File: config.mk
export PLATFORM = sky130hd
export DESIGN_NAME = mac_mul_unit
export DESIGN_NICKNAME = d
export VERILOG_FILES = /design/src/rtl/mac_mul_unit.sv
export SDC_FILE = /design/constraint.sdc
export NUM_CORES = 1
export LEC_CHECK = 0
export CAP_MARGIN = 10
export CORE_AREA = 2 2 219 113
export DETAILED_ROUTE_END_ITERATION = 10
export DIE_AREA = 0 0 221 115
export GPL_TIMING_DRIVEN = 1
export HOLD_SLACK_MARGIN = 0.12
export PLACE_DENSITY = 0.67
export SKIP_LAST_GASP = 1
export SLEW_MARGIN = 20
export SYNTH_ARGS = -nofsm -noshare
export SYNTH_HDL_FRONTEND = slang
export SYNTH_SLANG_ARGS = --single-unit
File: constraint.sdc
create_clock -name clk -period 15.3 [get_ports clk]
set_input_delay 1.53 -clock clk [delete_from_list [all_inputs] [get_ports clk]]
set_output_delay 1.53 -clock clk [all_outputs]
set_load 0.03 [all_outputs]
File: src/rtl/mac_mul_unit.sv
`default_nettype none
// +--------------------------------------------------------------------------+
// | mac_mul_unit : radix-2 shift-add multiply / multiply-accumulate unit.    |
// | Optional: MAC_EARLY_TERM_EN ends CALC once the remaining multiplier is 0.|
// | Revision: 1.0                                                            |
// +--------------------------------------------------------------------------+
module mac_mul_unit #(
  parameter int         WIDTH    = 32,
  parameter logic [3:0] MUL_CODE = 4'd8
) (
  input  logic             clk,
  input  logic             arst,
  input  logic             start,
  input  logic [3:0]       alu_control,
  input  logic             mac_select,
  input  logic [WIDTH-1:0] op_a,
  input  logic [WIDTH-1:0] op_b,
  input  logic             acc_clr,
  output logic             busy,
  output logic             done,
  output logic [WIDTH-1:0] result,
  output logic [WIDTH-1:0] acc_out
);

  localparam int CW = $clog2(WIDTH);

  localparam logic [1:0] S_IDLE = 2'd0;
  localparam logic [1:0] S_CALC = 2'd1;
  localparam logic [1:0] S_DONE = 2'd2;

  localparam logic [CW-1:0] C_LAST = CW'(WIDTH - 1);

  logic [1:0]       state_q,   state_d;
  logic [WIDTH-1:0] mcand_q,   mcand_d;
  logic [WIDTH-1:0] mplier_q,  mplier_d;
  logic [WIDTH-1:0] partial_q, partial_d;
  logic [CW-1:0]    count_q,   count_d;
  logic             mac_q,     mac_d;
  logic [WIDTH-1:0] acc_q,     acc_d;
  logic [WIDTH-1:0] result_q,  result_d;

  logic             w_launch;
  logic             w_calc_last;
  logic [WIDTH-1:0] w_partial_sum;
  logic [WIDTH-1:0] w_acc_sum;

  assign w_launch      = (state_q == S_IDLE) && start && (alu_control == MUL_CODE);
  assign w_partial_sum = partial_q + (mplier_q[0] ? mcand_q : {WIDTH{1'b0}});
  assign w_acc_sum     = acc_q + w_partial_sum;

`ifdef MAC_EARLY_TERM_EN
  // Remaining multiplier after this cycle's shift is zero: nothing left to add.
  assign w_calc_last = (count_q == C_LAST) || (mplier_q[WIDTH-1:1] == '0);
`else
  assign w_calc_last = (count_q == C_LAST);
`endif

  always_comb begin
    state_d   = state_q;
    mcand_d   = mcand_q;
    mplier_d  = mplier_q;
    partial_d = partial_q;
    count_d   = count_q;
    mac_d     = mac_q;
    acc_d     = acc_q;
    result_d  = result_q;

    case (state_q)
      S_IDLE: begin
        // Clear takes effect before a same-edge launch, so a MAC adds to zero.
        if (acc_clr) begin
          acc_d = '0;
        end
        if (w_launch) begin
          mcand_d   = op_a;
          mplier_d  = op_b;
          mac_d     = mac_select;
          partial_d = '0;
          count_d   = '0;
          state_d   = S_CALC;
        end
      end

      S_CALC: begin
        partial_d = w_partial_sum;
        mcand_d   = mcand_q << 1;
        mplier_d  = mplier_q >> 1;
        count_d   = count_q + CW'(1);
        if (w_calc_last) begin
          state_d = S_DONE;
          if (mac_q) begin
            acc_d    = w_acc_sum;
            result_d = w_acc_sum;
          end else begin
            result_d = w_partial_sum;
          end
        end
      end

      S_DONE: begin
        state_d = S_IDLE;
      end

      default: begin
        state_d = S_IDLE;
      end
    endcase
  end

  always_ff @(posedge clk or posedge arst) begin
    if (arst) begin
      state_q   <= S_IDLE;
      mcand_q   <= '0;
      mplier_q  <= '0;
      partial_q <= '0;
      count_q   <= '0;
      mac_q     <= 1'b0;
      acc_q     <= '0;
      result_q  <= '0;
    end else begin
      state_q   <= state_d;
      mcand_q   <= mcand_d;
      mplier_q  <= mplier_d;
      partial_q <= partial_d;
      count_q   <= count_d;
      mac_q     <= mac_d;
      acc_q     <= acc_d;
      result_q  <= result_d;
    end
  end

  assign busy    = (state_q == S_CALC);
  assign done    = (state_q == S_DONE);
  assign result  = result_q;
  assign acc_out = acc_q;

endmodule
`default_nettype wire

==> key figures <==
Run status
  – Run status: complete, no violations

Timing
  – Slew at the pin closest to its max-slew limit: 969 ps
  – Final worst clock skew: 10.4 ps
  – Final total negative setup slack: 0 ps
  – Fmax: 0.174 GHz
  – Setup repair after global routing missed its margin: no
  – Relative slew slack: 35.1%
  – Post-route setup slack: 9560 ps
  – Final Hold Violating Endpoints: 0
  – Setup Viol. Count Final: 0
  – Final period demand of the worst path: 5740 ps
  – Final cycle utilization of the critical path: 37.5%
  – Minimum hold slack: 480 ps
  – Fin. max-slew vios: 0

CTS
  – Post CTS Setup Buffer Count: 0
  – Number of buffers created by CTS: 17
  – Cts repair resizes: 0
  – Clk Latency, worst-skew pair: 440 ps
  – Number of buffers inserted by hold repair at cts: 0
  – CTS H-tree depth: 4
  – CTS tree: done
  – Sinks on Clock Net: 168
  – Maximum buffer depth of the clock tree: 2
  – Clock tree root buffer cell: sky130_fd_sc_hd__clkbuf_16
  – Clock Pin Slew Worst Setup and Hold Paths: 60 ps

Hold path
  – Class of the worst hold path: reg2reg

Detailed routing
  – Per-cell via count in the routed design: 5.48
  – Wirelength, routed: 27,900 um
  – Final routed wire length divided by cell count: 17.6 um
  – Number of nets with antenna violations after detailed routing: 0
  – DRC violation total after the first TritonRoute iteration: 728
  – Length of the first detailed-routing pass in iterations: 5
  – Via count: 8,661
  – DRC errors left: 0

Global routing
  – Overall overflow remaining after global route: 0
  – Wire length of the first global-routing pass: 45,600 um
  – Pin count of the biggest net entering global routing: 106
  – Antenna violations before repair: 0
  – Global routing usage summed across all routing layers: 22.7%
  – Via count of the first global-routing pass: 8,194

Critical path
  – Required time of the critical path: 15,640 ps
  – Setup CP Type: reg2reg
  – Stage delay of the slowest cell on the critical path: 680 ps
  – Standard cell with the maximum stage delay on the critical path: sky130_fd_sc_hd__dfrtp_1
  – Largest fanout on the critical path: 33
  – Critical-path cell list: and2_1 > ha_1 > fa_1 > a21o_1 > a21o_1 > a21oi_2 > o21bai_1 > a21o_1 > a21oi_1 > xor2_1 > inv_1 > ha_1 > o21a_1 > o211ai_1 > a21oi_1 > nor3b_2 > a21oi_2 > a311o_1 > a21oi_1 > xnor2_1 > and3_1 > o31ai_1
  – Arrival time reported for the critical path endpoint: 6080 ps
  – Startpoint type of the worst setup path: flop
  – CP Capture Type: flop

Power
  – Part of the power in the clock network: 30.0%
  – VDD IR-drop max: 0.0000926 V
  – Leakage: 6.51 nW
  – Power, Total: 1.54 mW
  – Comb pwr share: 31.8%
  – Switching fraction of total power: 35.3%
  – Switching power of the nets: 542 uW
  – Part of the total power dissipated in sequential elements: 38.2%
  – Power density normalized to cell area: 121 nW/um^2
  – Internal power of the cells: 996 uW

Cells and area
  – Fill cell total of the finished layout: 2,202
  – Commonest cells after routing, fill and taps aside: sky130_fd_sc_hd__nand2_1, sky130_fd_sc_hd__dfrtp_1, sky130_fd_sc_hd__clkdlybuf4s50_1, sky130_fd_sc_hd__o21ai_0, sky130_fd_sc_hd__mux2i_1
  – Share of cells above drive strength 1: 4.74%
  – Fin area: 12,700 um^2
  – Count of non-filler cells in the finished layout: 1,581
  – Register area: 4200 um^2
  – Commonest non-fill, non-tap cell in the layout: sky130_fd_sc_hd__nand2_1
  – Multi-input logic area: 5900 um^2
  – Ant. Diodes: 0
  – Nets: 1,397
  – Core utilization of the finished layout: 53.9%
  – Area growth from synthesis to layout: 21.7%

Place
  – Placed standard-cell area: 12,100 um^2
  – Global placer's final weighted congestion: 0.916
  – Port Buf Inserts: 138
  – Pre-CTS setup slack: 9660 ps
  – Post-detail-place hpwl: 20,300 um
  – Placed Cells: 1,550

Synthesis
  – Avg Inst Size Synth: 9.10 um^2
  – Distinct cell type count after synthesis: 61
  – Post-Synthesis Cells: 1,147
  – Syn Nets: 1,290
  – Yosys warning total: 0
  – Cell area after synthesis: 10,400 um^2
  – Share of synthesized area occupied by flip-flops and latches: 40.3%
  – Asr flop ratio synth: 100%
  – Count of state elements after synthesis: 168
  – Prevailing post-synth register cell: sky130_fd_sc_hd__dfrtp_1
  – Number of synthesized flops with an enable pin: 0

Die
  – Count of boundary I/O pins: 139
  – Die Width: 221 um
  – Die footprint: 25,400 um^2
  – Effective utilization at floorplan: 44.3%
  – Vertical extent of the die: 115 um
  – Floorplan row count: 40
  – Std-Cell Core Area: 23,600 um^2

Job
  – Number of maximum-capacitance violations: 0
[worst max-delay path: cells and delay by family (launching register included)]
| family | cells | cell delay (ps) |
|---|---|---|
| fa+ha+maj | 3 | 1030 |
| buf+inv | 1 | 70 |
| compound gates | 13 | 2670 |
| flops | 1 | 680 |
| xor+xnor | 2 | 430 |
| simple gates | 3 | 730 |
[power groups by stage]
stage / clock network, mW / logic (mW) / registers (mW)
6_report: 0.461 / 0.489 / 0.588
5_1_grt: 0.495 / 0.555 / 0.600
3_3_place_gp: 0 / 0.481 / 0.593
3_5_place_dp: 0 / 0.488 / 0.595
2_1_floorplan: 0 / 0.365 / 0.580
4_1_cts: 0.473 / 0.490 / 0.588
[worst paths after layout]
path	endpoint	slack, ps	cells past startpoint	from
max	result[31]	9560	22	mplier_q[0]
min	mplier_q[24]	480	2	mplier_q[25]
max reg2reg	result[31]	9560	22	mplier_q[0]
min reg2reg	mplier_q[24]	480	2	mplier_q[25]
max in group asynchronous	acc_out[31]	11840	4	arst
min in group asynchronous	mcand_q[29]	1550	2	arst
[routing by layer]
layer / GRT usage, % / vias to the layer above / routed length [um]
met5: 0 / - / 0
met4: 6.26 / 0 / 328
li1: - / 4285 / -
met2: 31.1 / 239 / 11100
met3: 4.80 / 23 / 1570
met1: 35.6 / 4114 / 14900
[cell type report]
class / instances / area share (%)
Sequential cell: 168 / 33.1
Multi-Input combinational cell: 889 / 46.5
Clock buffer: 24 / 4.03
Tap cell: 315 / 3.10
Clock inverter: 7 / 0.896
Timing Repair Buffer: 147 / 11.4
Inverter: 31 / 0.975
[kinds of logic (layout without fill, tap and decap cells)]
group / after synthesis / count (layout) / share of synthesized area, %
adders and majority gates: 70 / 70 / 8.53
muxes: 73 / 73 / 7.01
DFF: 168 / 168 / 40.3
buffers and inverters: 90 / 209 / 3.34
and+or+nand+nor: 347 / 347 / 15.0
xor gates and xnor gates: 60 / 60 / 5.03
AOI/OAI and AO/OA: 339 / 339 / 20.8
[cells in the mapped netlist, types with 2 or more instances]
master,number,area [um^2]
sky130_fd_sc_hd__nand2_1,181,679
sky130_fd_sc_hd__dfrtp_1,168,4200
sky130_fd_sc_hd__o21ai_0,118,591
sky130_fd_sc_hd__a21oi_1,72,360
sky130_fd_sc_hd__mux2i_1,72,721
sky130_fd_sc_hd__ha_1,68,851
sky130_fd_sc_hd__clkbuf_1,48,180
sky130_fd_sc_hd__nand3_1,45,225
sky130_fd_sc_hd__xnor2_1,44,385
sky130_fd_sc_hd__nor2_1,43,161
sky130_fd_sc_hd__a21o_1,41,308
sky130_fd_sc_hd__and2_1,33,206
sky130_fd_sc_hd__inv_1,31,116
sky130_fd_sc_hd__a22o_1,19,166
sky130_fd_sc_hd__xor2_1,16,140
sky130_fd_sc_hd__o21bai_1,14,105
sky130_fd_sc_hd__and3_1,13,81.3
sky130_fd_sc_hd__o21a_1,10,75.1
sky130_fd_sc_hd__a31oi_1,9,56.3
sky130_fd_sc_hd__nand4_1,8,50.1
sky130_fd_sc_hd__nor2b_1,8,50.1
sky130_fd_sc_hd__buf_1,7,26.3
sky130_fd_sc_hd__a211o_1,6,52.6
sky130_fd_sc_hd__a211oi_1,6,45.0
sky130_fd_sc_hd__a221o_1,6,60.1
sky130_fd_sc_hd__a22oi_1,5,37.5
sky130_fd_sc_hd__o211ai_1,5,37.5
sky130_fd_sc_hd__nor3_1,4,20.0
sky130_fd_sc_hd__o31ai_1,4,30.0
sky130_fd_sc_hd__buf_2,3,15.0
sky130_fd_sc_hd__nand2b_1,3,18.8
sky130_fd_sc_hd__a21oi_2,2,17.5
sky130_fd_sc_hd__a22o_2,2,20.0
sky130_fd_sc_hd__a31o_1,2,17.5
sky130_fd_sc_hd__fa_1,2,40.0
sky130_fd_sc_hd__o22ai_1,2,12.5
sky130_fd_sc_hd__or2_2,2,12.5
sky130_fd_sc_hd__or3_1,2,12.5
[flip-flops by register name, indices dropped and copies added, names as in the netlist]
signal and cells:
acc_out 32, partial_q 32, result 32, mac_q 1
mplier_q 32, state_q 2, mcand_q 32, count_q 5
(Power assumes the default switching activity.)
